## src/rtl/wbm_spi_pkg.sv

```systemverilog
// wbm_spi_pkg: shared FSM states and byte width for the SPI-to-Wishbone bridge.
package wbm_spi_pkg;
    typedef enum logic [1:0] {IDLE, REQ, WAIT_DOWN} state_t;
    localparam int BYTE_W = 8;
endpackage

```

## src/rtl/wbm_spi_fifo.sv

```systemverilog
// wbm_spi_fifo: single-clock FIFO with occupancy count; head byte reads as zero when empty.
module wbm_spi_fifo #(
    parameter int WIDTH      = 8,
    parameter int DEPTH_LOG2 = 2
) (
    input  logic                  i_clk,
    input  logic                  i_rst_n,
    input  logic                  i_push,
    input  logic [WIDTH-1:0]      i_din,
    input  logic                  i_pop,
    output logic [WIDTH-1:0]      o_dout,
    output logic                  o_valid,
    output logic                  o_full,
    output logic [DEPTH_LOG2:0]   o_level
);
    logic [WIDTH-1:0]      r_mem [2**DEPTH_LOG2];
    logic [DEPTH_LOG2-1:0] r_wr, r_rd;
    logic [DEPTH_LOG2:0]   r_level;
    logic                  w_push, w_pop;

    assign o_valid = |r_level;
    assign o_full  = r_level[DEPTH_LOG2];
    assign o_level = r_level;
    assign o_dout  = o_valid ? r_mem[r_rd] : '0;
    assign w_push  = i_push && !o_full;
    assign w_pop   = i_pop && o_valid;

    always_ff @(posedge i_clk)
        if (w_push) r_mem[r_wr] <= i_din;

    always_ff @(posedge i_clk or negedge i_rst_n) begin
        if (!i_rst_n) begin
            r_wr    <= '0;
            r_rd    <= '0;
            r_level <= '0;
        end else begin
            if (w_push) r_wr <= r_wr + 1'b1;
            if (w_pop) r_rd <= r_rd + 1'b1;
            r_level <= r_level + {{DEPTH_LOG2{1'b0}}, w_push} - {{DEPTH_LOG2{1'b0}}, w_pop};
        end
    end
endmodule

```

## src/rtl/wbm_spi_rx_sync.sv

```systemverilog
// wbm_spi_rx_sync: Wishbone-side 4-phase handshake with the SCK-domain receiver,
// buffering received bytes into a FIFO presented as a valid/ready stream.
module wbm_spi_rx_sync
    import wbm_spi_pkg::*;
#(
    parameter int SYNC_STAGES = 2,
    parameter int DEPTH_LOG2  = 2
) (
    input  logic                 wb_clk_i,
    input  logic                 wb_rst_ni,
    input  logic                 handshake_spi,
    input  logic [BYTE_W-1:0]    handshake_data,
    output logic                 handshake_wb,
    output logic                 rx_valid,
    output logic [BYTE_W-1:0]    rx_data,
    input  logic                 rx_ready,
    output logic [DEPTH_LOG2:0]  rx_level
);
    logic [SYNC_STAGES-1:0] r_sync, r_fill;
    state_t                 r_state;
    logic                   w_spi_s, w_primed, w_push, w_full;

    assign w_spi_s  = r_sync[SYNC_STAGES-1];
    assign w_primed = r_fill[SYNC_STAGES-1];
    assign w_push   = (r_state == REQ) && w_spi_s;

    // r_fill marks when the synchronizer holds real pin samples rather than reset zeros,
    // so a handshake_spi held high across reset is not mistaken for a released line.
    always_ff @(posedge wb_clk_i or negedge wb_rst_ni) begin
        if (!wb_rst_ni) begin
            r_sync       <= '0;
            r_fill       <= '0;
            r_state      <= WAIT_DOWN;
            handshake_wb <= 1'b0;
        end else begin
            r_sync <= {r_sync[SYNC_STAGES-2:0], handshake_spi};
            r_fill <= {r_fill[SYNC_STAGES-2:0], 1'b1};
            case (r_state)
                IDLE: if (!w_full) begin
                    handshake_wb <= 1'b1;
                    r_state      <= REQ;
                end
                REQ: if (w_spi_s) begin
                    handshake_wb <= 1'b0;
                    r_state      <= WAIT_DOWN;
                end
                default: if (!w_spi_s && w_primed) r_state <= IDLE;
            endcase
        end
    end

    wbm_spi_fifo #(.WIDTH(BYTE_W), .DEPTH_LOG2(DEPTH_LOG2)) u_fifo (
        .i_clk   (wb_clk_i),
        .i_rst_n (wb_rst_ni),
        .i_push  (w_push),
        .i_din   (handshake_data),
        .i_pop   (rx_ready),
        .o_dout  (rx_data),
        .o_valid (rx_valid),
        .o_full  (w_full),
        .o_level (rx_level)
    );
endmodule
```

## config.mk

```make
export PLATFORM = sky130hd
export DESIGN_NAME = wbm_spi_rx_sync
export DESIGN_NICKNAME = d
export VERILOG_FILES = /design/src/rtl/wbm_spi_pkg.sv /design/src/rtl/wbm_spi_fifo.sv /design/src/rtl/wbm_spi_rx_sync.sv
export SDC_FILE = /design/constraint.sdc
export NUM_CORES = 1
export LEC_CHECK = 0
export CELL_PAD_IN_SITES_DETAIL_PLACEMENT = 0
export CELL_PAD_IN_SITES_GLOBAL_PLACEMENT = 1
export CORE_MARGIN = 1.5
export CORE_UTILIZATION = 49
export DETAILED_ROUTE_END_ITERATION = 8
export PLACE_DENSITY = 0.91
export SLEW_MARGIN = 20
export SYNTH_ARGS = -nofsm -noshare
export SYNTH_HDL_FRONTEND = slang
export SYNTH_SLANG_ARGS = --single-unit
```

## constraint.sdc

```tcl
create_clock -name wb_clk_i -period 4.5 [get_ports wb_clk_i]
set_clock_uncertainty 0.2 [all_clocks]
set_input_delay 1.35 -clock wb_clk_i [delete_from_list [all_inputs] [get_ports wb_clk_i]]
set_output_delay 1.35 -clock wb_clk_i [all_outputs]
set_load 0.02 [all_outputs]
```

---- After elaboration in Yosys (flattened, before gate mapping) ----
Memories as Yosys holds them, arrays and structs flattened.
Index checks and enable logic that the tools add are counted.
Widths: inputs -> output; s select.
word-level totals
  register bits ........................... 14
  latch bits .............................. 0
  memory bits (writable) .................. 32
  memory bits (read-only) ................. 0
  input port bits ......................... 12
  output and inout bits ................... 13
  logic and storage cells ................. 37
  memories kept ........................... 1
operators by class
  add/subtract/negate cells ............... 4
  multiply operators ...................... 0
  div/mod/pow operators ................... 0
  magnitude comparators ................... 0
  eq/ne operators ......................... 3
  shift operators ......................... 0
  muxes and demuxes ....................... 10
  bitwise logic cells ..................... 0
  reductions and logical operators ........ 12
memory list
  name          depth  width  read ports  clocked after memory_dff  write ports  line                text
  u_fifo.r_mem  4      8      1           0                         1            wbm_spi_fifo.sv:16  logic [WIDTH-1:0] r_mem [2**DEPTH_LOG2];
operators with widths
  operator             count
  $mux 8               1
  $mux 2               3
  $reduce_and 3->1     2
  $add 2x1->2 const B  2
  $logic_and 1x1->1    4
  $mux 1               4
  $ne 2x2->1 const B   2
  $pmux 2 s2           1
  $add 3x1->3          1
  $reduce_bool 3->1    1
  $reduce_or 3->1      1
  $sub 3x1->3          1
  $eq 2x1->1 const B   1
  $logic_not 1->1      2
  $logic_not 2->1      1
  $pmux 1 s2           1
  $reduce_bool 2->1    1

---- Logic depth before layout (Yosys ltp) ----
Gate-level depths: netlist of the first run.
  depth after elaboration ................. 5
  mapped depth ............................ 7
  mapped depth without buffers ............ 7

---- Hierarchy ----
From an unflattened synthesis of the first run, not the netlist that was laid out.
second synthesis, totals
  cells, all modules ...................... 109
  area, all modules ....................... 1,880.6 um^2
by module, submodules not included
  module           instances  cells each  area each (um^2)  seq. area each (um^2)
  wbm_spi_fifo     1          88          1,629.1           1,136.1
  wbm_spi_rx_sync  1          21          251.5             176.4

---- Worst setup path before layout of the first run ----
No wires, ideal clock.
  path type ............................... input to register
  start point ............................. input rx_ready
  end point ............................... register u_fifo.r_level[2] (netlist: u_fifo.o_level[2])
  library setup time ...................... 0.123 ns
  arrival time ............................ 2.429 ns
  data required time ...................... 4.177 ns
  slack ................................... 1.748 ns
  cell stages on the path ................. 6
  buffers on the path ..................... 0
  cells stage by stage .................... and2_4 ha_1 inv_1 ha_1 fa_1 xnor2_1
between the ends
  word-level cells in the longest chain between the ends .. 2
ends and longest elaborated chain
  what                  line                   text
  start, declared       wbm_spi_rx_sync.sv:16  input logic rx_ready,
  $logic_and 1x1->1     wbm_spi_fifo.sv:26     assign w_pop = i_pop && o_valid;
  $sub 3x1->3           wbm_spi_fifo.sv:39     r_level <= r_level + {{DEPTH_LOG2{1'b0}}, w_push} - {{DEPTH_LOG2{1'b0}}, w_pop};
  end signal, assigned  wbm_spi_fifo.sv:39
  end, declared         wbm_spi_fifo.sv:18     logic [DEPTH_LOG2:0] r_level;
Every way passes these cells.
A chain may end at the register's enable or synchronous reset.

---- Worst setup path in the final report of the first run ----
  start point ............................. register u_fifo.r_rd[0]
  end point ............................... output rx_data[5]
between the ends
  word-level cells in the longest chain between the ends .. 2
ends and longest elaborated chain
  what                    line                   text
  start, declared         wbm_spi_fifo.sv:17     logic [DEPTH_LOG2-1:0] r_wr, r_rd;
  start signal, assigned  wbm_spi_fifo.sv:38     if (w_pop) r_rd <= r_rd + 1'b1;
  $mem_v2 4x8             -
  $mux 8                  wbm_spi_fifo.sv:24     assign o_dout = o_valid ? r_mem[r_rd] : '0;
  end, declared           wbm_spi_rx_sync.sv:15  output logic [BYTE_W-1:0] rx_data,
Every way passes these cells.

==> results.md, run 1 <==
STA:
- For the pin with the worst max-slew slack, the measured transition is 0.756 ns.
- Adding up every negative setup slack in the final design gives 0 ns.
- The minimum clock period is 3.85 ns.
- Timing would allow up to 260 MHz.
- The worst relative slew slack is 0.488.
- The count of final setup violators is 0.
- Of the available clock period, the critical path in the final layout requires 0.855.
- The final-report hold violation count came to 0.
- Setup repair after global routing left no endpoint under its margin.
- The final-report max-slew violation count is 0.

Placed design:
- The half-perimeter wire length of the detailed placement result is a little under 2000 um.
- The final weighted congestion in routability-driven placement is 0.723.
- Including well taps, the total number of placed cells is between 150 and 200.
- The total of buffers placed on input and output ports is 24.

Critical path:
- For the worst flop-to-flop path, the logic depth is 7.
- In this run the critical register-to-register path is captured at u_fifo.o_level[2].
- In this run the register-to-register setup slack is 2.03 ns.
- The critical path arrival is ~2.3 ns.
- Following the worst setup path forward leads to its endpoint at rx_data[5].
- In this run the critical register-to-register path is launched from u_fifo.o_level[2].
- The most critical setup path has its startpoint at u_fifo.r_rd[0].
- At the worst endpoint, the required time is 2.95 ns.
- In this run the worst path has a maximum fanout of 10.
- The setup path with the least slack is of type flop to primary output.
- The worst setup path is captured at a primary output.
- The kind of start point of the critical path is a flop.

Clocking:
- After clock tree synthesis, the clock-pin slew on the worst setup and hold paths is 0.08 ns.
- In this run, CTS created clock tree buffers numbering 5.
- Once the clock tree was built, the resizer swapped 0 gates to a different size.
- The number of buffers on the longest clock path is 2.
- The number of hold buffers added after cts is 0.
- In this run the clock root is driven by a sky130_fd_sc_hd__clkbuf_8.
- The number of sinks on the clock net is 46.
- The number of setup buffers added after CTS is 0.
- The later pin in the worst-skew pair is clocked with a latency of a little under 0.3 ns.
- TritonCTS built the clock tree.
- The number of H-tree branching levels is 2.

Outcome:
- The run finished with clean final reports.

Pwr:
- Power comes to 0.00141 W.
- IR analysis of the VDD net gives a maximum drop of 0.000429 V.
- The share of total power dissipated in sequential elements is 0.433.
- The share of total power dissipated in combinational logic is 0.360.
- The total power per unit cell area is 625 nW/um^2.
- The internal power summed over all cells is 0.000968 W.
- The power spent charging and discharging nets is 0.000442 W.
- The clock power share is 0.206.
- The leakage dissipation is 0.834 nW.
- Of the total power, the share spent switching nets is 0.313.

Routing:
- The mean routed wirelength per cell is around 16 um.
- The first TritonRoute pass finished after 4 iterations.
- Using the TritonRoute via totals, the vias-per-cell ratio works out to 5.04.
- After detailed routing, the number of remaining DRC violations is 0.
- The routed design has 2890 um of wire.
- In this run the remaining antenna-violating nets after routing total 0.
- The total vias in the final route is ~930.
- The number of violations reported at the end of detailed-routing iteration 0 is 23.

Logic synthesis:
- The mapped cell area is 1880 sq um.
- By area the synthesized netlist is led by sky130_fd_sc_hd__edfxtp_1 51%, sky130_fd_sc_hd__dfrtp_1 17%, sky130_fd_sc_hd__mux4_2 9.6%, sky130_fd_sc_hd__and2_1 4.0%, sky130_fd_sc_hd__ha_1 4.0%.
- The fraction of the yosys area taken by sequential cells is 0.697.
- For this run, the number of Yosys warnings is 0.
- The share of synthesized area in the top cell type comes to 0.511.
- The synthesized flop and latch total is 46.
- Averaged over all synthesized cells, the footprint is 17.3 sq um.
- After technology mapping, the gate count stands at 109.
- The biggest area contributor in the post-synthesis netlist is sky130_fd_sc_hd__edfxtp_1.
- The number of nets produced by synthesis is 128.
- The post-synthesis cell type count is 25.

Die:
- The core region is 3660 sq um.
- The die is 65.0 um wide.
- The initial utilization of the core area, before any placement, comes to 0.514.
- The die covers 4220 sq um.
- The floorplan has 22 rows.
- For this design the top-level I/O count stands at 25.
- The floorplan die height is approximately 65 um.

Finish:
- The final net count is about 150.
- The area added between synthesis and finish is 19.9%.
- The final antenna diode count is 0.
- Once layout is complete, the cells apart from fillers number roughly 180.
- Of the cells placed in the final design, the portion with a size suffix greater than 1 is 0.154.

GRT:
- The overall overflow remaining after global route is 0.
- The number of global-route vias before repair was 969.
- The pin count of the biggest net entering global routing is 15.
- The wire length of the first global-routing pass is 4580 um.
- The global-route usage over all layers is 0.155.
- The initial antenna violation count came to 0.

Worst hold path:
- The path type of the worst min-delay path is flop to flop.

Job:
- The tool flagged a number of max-cap violations equal to 0.
## synthesized netlist by cell type (all sizes together)
library cell,n
conb,1
dfrtp,13
xnor2,3
edfxtp,32
xor2,2
and2,13
inv,9
nor3,1
a21oi,2
ha,6
dfstp,1
nand2,1
clkbuf,1
a221oi,1
nand3,1
nor2,4
o21ai,3
buf,4
nor4bb,1
mux4,8
fa,1
or3,1
## cell type report
type	count	area, sq um
inverters	9	33.8
fillers	262	1400
repair buffers	24	240
multi-input cells	49	502
well taps	48	60.1
clock inverters	3	40.0
clock buffers	5	68.8
flip-flops and latches	46	1310
## state kept, by name (all words and copies together) (netlist names)
| register | count |
|---|---|
| u_fifo.r_mem | 32 |
| u_fifo.o_level | 3 |
| r_fill | 2 |
| r_state | 2 |
| r_sync | 2 |
| u_fifo.r_rd | 2 |
| u_fifo.r_wr | 2 |
| handshake_wb | 1 |
## per-layer routing
layer | global-route usage | part of all wire
met5 | 0 | 0
met4 | 0.0957 | 0.025
met3 | 0.0365 | 0.032
met2 | 0.251 | 0.51
met1 | 0.186 | 0.44
## cell usage in the layout (no fill, tap or decap)
cell,count
sky130_fd_sc_hd__a21oi_1,2
sky130_fd_sc_hd__a221oi_1,1
sky130_fd_sc_hd__and2_1,12
sky130_fd_sc_hd__and2_4,1
sky130_fd_sc_hd__bufinv_16,1
sky130_fd_sc_hd__clkbuf_8,5
sky130_fd_sc_hd__clkdlybuf4s50_1,24
sky130_fd_sc_hd__clkinv_2,2
sky130_fd_sc_hd__conb_1,1
sky130_fd_sc_hd__dfrtp_1,13
sky130_fd_sc_hd__dfstp_2,1
sky130_fd_sc_hd__edfxtp_1,32
sky130_fd_sc_hd__fa_1,1
sky130_fd_sc_hd__ha_1,6
sky130_fd_sc_hd__inv_1,9
sky130_fd_sc_hd__mux4_2,8
sky130_fd_sc_hd__nand2_1,1
sky130_fd_sc_hd__nand3_2,1
sky130_fd_sc_hd__nor2_1,4
sky130_fd_sc_hd__nor3_1,1
sky130_fd_sc_hd__nor4bb_2,1
sky130_fd_sc_hd__o21ai_0,3
sky130_fd_sc_hd__or3_4,1
sky130_fd_sc_hd__xnor2_1,3
sky130_fd_sc_hd__xor2_1,2
## metrics by stage
step / util / setup WS, ns / instance area [sq um] / hold slack, ns
5_1_grt: 0.617 / 0.514 / 2260 / 0.161
6_report: 0.617 / 0.653 / 2260 / 0.155
3_5_place_dp: 0.585 / 0.940 / 2140 / 0.140
2_1_floorplan: - / 1.75 / 1880 / 0.131
4_1_cts: 0.615 / 0.608 / 2250 / 0.159
3_3_place_gp: 0.585 / 0.973 / 2140 / 0.136
## worst min path at each step
stage                         start         to  slack (ns)  cells after the start
after CTS                 r_sync[0]  r_sync[1]        0.16                      0
after global routing      r_fill[0]  r_fill[1]        0.16                      0
final                     r_sync[0]  r_sync[1]        0.15                      0
after floorplan           r_fill[0]  r_fill[1]        0.13                      0
after detailed placement  r_sync[0]  r_sync[1]        0.14                      0
after global placement    r_sync[0]  r_sync[1]        0.14                      0
## worst max-delay path, stage by stage (launching register included)
cell and delay, ns:
sky130_fd_sc_hd__dfrtp_1 0.73, sky130_fd_sc_hd__mux4_2 0.57, sky130_fd_sc_hd__and2_1 0.17, sky130_fd_sc_hd__clkdlybuf4s50_1 0.53
## power by group through the flow
stage               clock network [W]  registers [W]  logic [W]
finish                       0.000291       0.000611   0.000508
global route                 0.000313       0.000624   0.000555
CTS                          0.000299       0.000611   0.000512
detailed placement                  0       0.000621   0.000509
global placement                    0       0.000613   0.000494
floorplan                           0       0.000586   0.000363
## logic make-up after synthesis
group | count (synthesis) | share of synthesized area
adders and majority gates | 7 | 0.0505
DFF | 46 | 0.697
muxes | 8 | 0.0957
other | 1 | 0.00199
xor gates and xnor gates | 5 | 0.0233
AOI/OAI and AO/OA | 6 | 0.0180
and+or+nand+nor | 22 | 0.0738
buffers and inverters | 14 | 0.0392
Power figures use the tool's default switching activity.
==> run 2, diff against run 1 <==
- CELL_PAD_IN_SITES_DETAIL_PLACEMENT: 0 -> 1
- CELL_PAD_IN_SITES_GLOBAL_PLACEMENT: 1 -> 2
- CORE_UTILIZATION: 49 -> 42
- CTS_BUF_LIST: default -> sky130_fd_sc_hd__clkbuf_16
- PLACE_DENSITY: 0.91 -> 0.9
==> results.md, run 2 (synthesized netlist as in run 1, its figures left out) <==
Outcome:
- The flow ran to the end, and the final reports show no timing, DRC or antenna violations.

GRT:
- The initial antenna violation count came to 0 (unchanged).
- The global-route usage over all layers is 0.157 (+0.00271).
- The number of global-route vias before repair came to 1077 (+11%).
- The wire length of the first global-routing pass was 5560 um (+21%).
- The pin count of the biggest net entering global routing is 15 (unchanged).
- The overall overflow remaining after global route is 0 (unchanged).

Clocking:
- The number of buffers on the longest clock path was 2 (unchanged).
- The post-CTS clock slew at the launch and capture registers of the worst setup and hold paths came to 0.06 ns (-0.02 ns).
- The number of H-tree branching levels is 2 (unchanged).
- The number of resized instances in the post-cts repair step is 0 (unchanged).
- The TritonCTS buffer count is 5 (unchanged).
- CTS placed an instance of sky130_fd_sc_hd__clkbuf_16 at the clock tree root.
- The number of hold buffers added after cts is 0 (unchanged).
- The buffers inserted during post-CTS setup optimization came to 0 (unchanged).
- The worst-skew pair later-pin latency is 0.28 ns (about the same).
- The number of sinks on the clock net is 46 (unchanged).
- The TritonCTS clock tree is yes.

Die:
- The boundary pin count is 25 (unchanged).
- The number of placement rows is 24 (+9.1%).
- The initial core utilization is 0.435 (-0.0788).
- The overall die area was 4890 sq um (+16%).
- The placeable core region is 4320 sq um (+18%).
- The floorplan die height is 69.9 um (+7.6%).
- The die span in x came to 69.9 um (+7.6%).

Pwr:
- The leakage dissipation is 0.849 nW (+1.7%).
- The total power per unit cell area is 642 nW/um^2 (+2.7%).
- The peak supply drop came to 0.000225 V (-48%).
- The power after layout is 0.00147 W (+4.2%).

Critical path:
- STA classifies the critical path endpoint as a primary output.
- The cell family with the largest share of critical-path delay is flip-flops.
- The critical path arrival is 2.28 ns (-0.02 ns).
- The worst-path cell with the longest stage delay is sky130_fd_sc_hd__dfrtp_1.
- The critical path goes through mux4_2 -> and2_1 -> clkdlybuf4s50_1.
- The kind of start point of the critical path is a flop.
- The sum of buffers and inverters on the critical path is 1 (unchanged).
- The maximum cell stage delay along the critical path was 0.71 ns (-0.02 ns).
- The worst setup path is of the flop to primary output kind.
- The critical path data required time came to 2.95 ns (about the same).
- The largest fanout on the critical path came to 10 (unchanged).
- The worst setup slack for register-to-register paths is 2.05 ns (+0.02 ns).

Finish:
- The register containing the most flip-flops in the final layout is u_fifo.r_mem.
- The most common cell after layout, fill and taps aside is sky130_fd_sc_hd__edfxtp_1.
- The count of non-filler cells in the finished layout is 188 (+2.2%).
- The share of final-layout standard cells stronger than drive strength 1 is 0.140 (-0.0147).
- The final antenna diode count is 0 (unchanged).
- In the layout the commonest cells are 32 x sky130_fd_sc_hd__edfxtp_1, 24 x sky130_fd_sc_hd__clkdlybuf4s50_1, 13 x sky130_fd_sc_hd__dfrtp_1.
- The number of fill cells is 422 (+61%).
- From synthesis to final layout, the design area changed by 21.7%.
- The flip-flop count of the largest register after layout is 32 (unchanged).
- The final net count is 154 (unchanged).

Worst hold path:
- The path type of the worst min-delay path is flop to flop.

STA:
- The final period utilization was 0.851 (-0.00395).
- The minimum hold slack is 0.152 ns (-0.00306 ns).
- The final-report max-slew violation count is 0 (unchanged).
- The least setup slack across all paths after layout is 0.670 ns (+0.0178 ns).
- The minimum clock period is 3.83 ns (-0.0178 ns).
- The final-report hold violation count is 0 (unchanged).
- The worst relative slew slack is 0.504 (+0.0160).
- Setup repair after global routing left no endpoint under its margin.
- The actual slew at the worst max-slew pin is 0.733 ns (-0.0236 ns).
- The count of final setup violators came to 0 (unchanged).
- The final setup TNS is 0 ns (unchanged).
- The highest achievable clock rate is 261 MHz (+0.46%).

Placed design:
- The half-perimeter wire length of the detailed placement result was 2340 um (+20%).
- The final weighted congestion in routability-driven placement is 0.681 (-5.8%).
- The worst slack after detailed placement is 0.911 ns (-0.0290 ns).
- The total of buffers placed on input and output ports is 24 (unchanged).
- The cell count after placement is 180 (+2.3%).

Routing:
- The remaining number of nets flagged by the antenna check after routing is 0 (unchanged).
- The mean routed wirelength per cell is 17.6 um (+12%).
- The wire length after detailed routing was 3310 um (+15%).
- The total vias in the final route is 948 (+2.2%).
- The number of vias per cell came to 5.04 (about the same).
- The number of iterations in the first detailed-routing pass was 2 (-2).
- The final routed DRC violation total is 0 (unchanged).
- The number of violations reported at the end of detailed-routing iteration 0 is 29 (+26%).

Job:
- The max-cap check violation count was 0 (unchanged).
run 2: cell count changes in the layout (fill, tap and decap cells not counted):
| cell | delta |
|---|---|
| sky130_fd_sc_hd__clkbuf_8 | -5 |
| sky130_fd_sc_hd__bufinv_16 | -1 |
| sky130_fd_sc_hd__inv_1 | +1 |
| sky130_fd_sc_hd__clkinv_2 | -1 |
| sky130_fd_sc_hd__clkinv_1 | +1 |
| sky130_fd_sc_hd__clkbuf_16 | +5 |
run 2: final timing paths:
check / startpoint / to / cells after the start
setup / recovery: u_fifo.r_rd[0] / rx_data[0] / 3
max in group asynchronous: wb_rst_ni / r_fill[1] / 1
setup reg to reg: u_fifo.o_level[2] / u_fifo.o_level[2] / 7
hold reg to reg: r_sync[0] / r_sync[1] / 0
hold / removal: r_sync[0] / r_sync[1] / 0
min in group asynchronous: wb_rst_ni / u_fifo.r_rd[0] / 1
run 2: cell type report:
cell class,count,area (sq um),share of cell area
clock buffer,5,125,0.0546
clock inverter,3,12.5,0.00546
inverter,9,33.8,0.0147
multi-input combinational,49,502,0.219
sequential,46,1310,0.573
tap,52,65.1,0.0284
timing repair buffer,24,240,0.105
run 2: power by group:
part / leakage (nW) / internal, W / switching (W)
Combinational: 0.324 / 0.000281 / 0.000231
Sequential: 0.453 / 0.000524 / 0.0000919
Clock: 0.0724 / 0.000200 / 0.000141
Total: 0.849 / 0.00101 / 0.000464
run 2: metal layers:
| metal | global-route usage | vias to the layer above | wire (um) |
|---|---|---|---|
| li1 | - | 438 | - |
| met4 | 0.0705 | 0 | 70 |
| met2 | 0.261 | 14 | 1810 |
| met1 | 0.183 | 491 | 1300 |
| met5 | 0 | - | 0 |
| met3 | 0.0563 | 5 | 130 |
run 2: per-stage QoR:
stage               instance area, sq um   util
floorplan                           1880      -
global placement                    2150  0.497
detailed placement                  2150  0.497
CTS                                 2280  0.528
global route                        2290  0.530
finish                              2290  0.530
==> run 3, diff against run 2 <==
- PLACE_DENSITY: 0.9 -> default
- PLACE_DENSITY_LB_ADDON: default -> 0.1
==> results.md, run 3 (synthesized netlist as in run 1, its figures left out) <==
Outcome:
- The flow ran to the end, and the final reports show no timing, DRC or antenna violations.

Die:
- The number of placement rows is 24 (unchanged).
- The floorplan die height is 69.9 um (unchanged).
- The boundary pin count is 25 (unchanged).
- The placeable core region is 4320 sq um (unchanged).
- The die span in x came to 69.9 um (unchanged).
- The initial core utilization is 0.435 (unchanged).
- The overall die area was 4890 sq um (unchanged).

Finish:
- The share of the core filled with cells in the final layout is 0.535 (+0.00492).
- The most common cell after layout, fill and taps aside is sky130_fd_sc_hd__edfxtp_1.
- The final antenna diode count came to 0 (unchanged).
- The area added between synthesis and finish is 22.9%.
- The flip-flop count of the largest register after layout is 32 (unchanged).
- The register containing the most flip-flops in the final layout is u_fifo.r_mem.
- The final net count is 154 (unchanged).
- The number of fill cells is 414 (-1.9%).
- The share of final-layout standard cells stronger than drive strength 1 is 0.141 (+0.00103).
- The library cells used most frequently in the layout, excluding fill and tap cells, are 32 x sky130_fd_sc_hd__edfxtp_1, 24 x sky130_fd_sc_hd__clkdlybuf4s50_1, 13 x sky130_fd_sc_hd__dfrtp_1.

Critical path:
- The maximum cell stage delay along the critical path is 0.72 ns (about the same).
- The launch point of the worst path is u_fifo.r_rd[0].
- The worst setup path is launched from a flop.
- The depth of the worst register-to-register path is 7 (unchanged).
- The worst setup slack for register-to-register paths came to 2.01 ns (-0.04 ns).
- The worst-path cell with the longest stage delay is sky130_fd_sc_hd__dfrtp_1.
- The capturing element type of the critical path is a primary output.
- The critical path goes through mux4_2 -> and2_1 -> clkdlybuf4s50_1.
- The critical path is of the flop to primary output type.
- The critical path data required time is 2.95 ns (about the same).
- The largest fanout on the critical path is 10 (unchanged).
- The endpoint identified for the worst register-to-register timing path is u_fifo.o_level[2].
- The startpoint identified for the worst register-to-register timing path is u_fifo.o_level[2].
- The critical path arrival was 2.28 ns (about the same).

STA:
- The actual slew at the worst max-slew pin is 0.722 ns (-0.0108 ns).
- The final period utilization was 0.852 (+0.000856).
- The worst relative slew slack came to 0.512 (+0.00732).
- The minimum clock period is 3.83 ns (+0.00385 ns).
- The count of final setup violators was 0 (unchanged).
- Setup repair after global routing left no endpoint under its margin.
- The final setup TNS is 0 ns (unchanged).
- The highest achievable clock rate is 261 MHz (-0.10%).
- The final-report max-slew violation count is 0 (unchanged).
- The final-report hold violation count is 0 (unchanged).

Worst hold path:
- The count of cells along the worst hold path came to 0 (unchanged).
- The startpoint of the tightest hold check path is r_fill[0].
- The hold-critical path endpoint is r_fill[1].
- The path type of the worst min-delay path is flop to flop.

Routing:
- The number of iterations in the first detailed-routing pass is 4 (+2).
- The mean routed wirelength per cell was 17.1 um (-2.7%).
- The final routed DRC violation total is 0 (unchanged).
- The number of vias per cell is 5.05 (+0.22%).
- The total vias in the final route is 945 (-0.32%).
- The number of violations reported at the end of detailed-routing iteration 0 was 54 (+86%).
- The remaining number of nets flagged by the antenna check after routing is 0 (unchanged).
- The wire length after detailed routing came to 3210 um (-3.2%).

Placed design:
- The total of buffers placed on input and output ports is 24 (unchanged).
- The final weighted congestion in routability-driven placement came to 0.691 (+1.4%).
- The half-perimeter wire length of the detailed placement result is 2110 um (-9.7%).

GRT:
- The initial antenna violation count is 0 (unchanged).
- The number of global-route vias before repair is 1012 (-6.0%).
- The wire length of the first global-routing pass is 5310 um (-4.5%).
- The global-route usage over all layers is 0.150 (-0.00741).
- The pin count of the biggest net entering global routing is 15 (unchanged).
- The overall overflow remaining after global route is 0 (unchanged).

Clocking:
- The number of sinks on the clock net was 46 (unchanged).
- The buffers inserted during post-CTS setup optimization is 0 (unchanged).
- The number of resized instances in the post-cts repair step is 0 (unchanged).
- The number of H-tree branching levels came to 2 (unchanged).
- The number of hold buffers added after cts was 0 (unchanged).
- The post-CTS clock slew at the launch and capture registers of the worst setup and hold paths is 0.06 ns (about the same).
- The clock tree root buffer cell is sky130_fd_sc_hd__clkbuf_16.
- The TritonCTS buffer count was 5 (unchanged).
- TritonCTS built the clock tree.
- The number of buffers on the longest clock path came to 2 (unchanged).
- The worst-skew pair later-pin latency is 0.28 ns (about the same).

Pwr:
- The leakage dissipation is 0.854 nW (+0.58%).
- The total power per unit cell area was 660 nW/um^2 (+2.9%).
- The peak supply drop is 0.000314 V (+40%).

Job:
- The max-cap check violation count was 0 (unchanged).
==> run 3: final cells by class <==
type	instances	area, sq um	area share
clock buffers	5	125	0.0541
clock inverters	2	33.8	0.0146
inverters	9	33.8	0.0146
multi-input cells	49	502	0.217
flip-flops and latches	46	1310	0.568
well taps	52	65.1	0.0281
repair buffers	24	240	0.104
==> run 3: routing by layer <==
metal,global-route usage,part of all wire,wire [um],vias to the layer above
met2,0.222,0.47,1500,21
li1,-,-,-,438
met3,0.0491,0.051,165,4
met4,0.0705,0.020,65,0
met1,0.201,0.46,1480,482
met5,0,0,0,-
==> run 3: worst max path at each step <==
stage / endpoint / slack [ns] / cells past startpoint
floorplan: u_fifo.o_level[2] / 1.75 / 6
CTS: rx_data[1] / 0.60 / 3
global route: rx_data[1] / 0.54 / 3
finish: rx_data[1] / 0.67 / 3
detailed placement: rx_data[1] / 0.91 / 3
global placement: rx_data[4] / 0.92 / 3
==> run 3: power by group <==
group	internal (W)	total [W]	switching, W
Sequential	0.000524	0.000617	0.0000925
Clock	0.000257	0.000399	0.000143
Combinational	0.000281	0.000511	0.000229
Total	0.00106	0.00153	0.000464
==> run 3: critical path: cells and delay by family (launching register included) <==
kind / cells / cell delay, ns
buffers and inverters: 1 / 0.54
and+or+nand+nor: 1 / 0.17
muxes: 1 / 0.57
DFF: 1 / 0.72
==> run 3: stage by stage <==
stage / setup WS, ns / area (sq um) / std cells / hold slack [ns] / total power [W]
6_report: 0.667 / 2310 / 187 / 0.151 / 0.00153
5_1_grt: 0.539 / 2310 / 187 / 0.156 / 0.00161
4_1_cts: 0.603 / 2310 / 187 / 0.152 / 0.00155
3_5_place_dp: 0.914 / 2150 / 180 / 0.139 / 0.00114
3_3_place_gp: 0.924 / 2150 / 180 / 0.133 / 0.00112
2_1_floorplan: 1.75 / 1880 / 109 / 0.131 / 0.000949
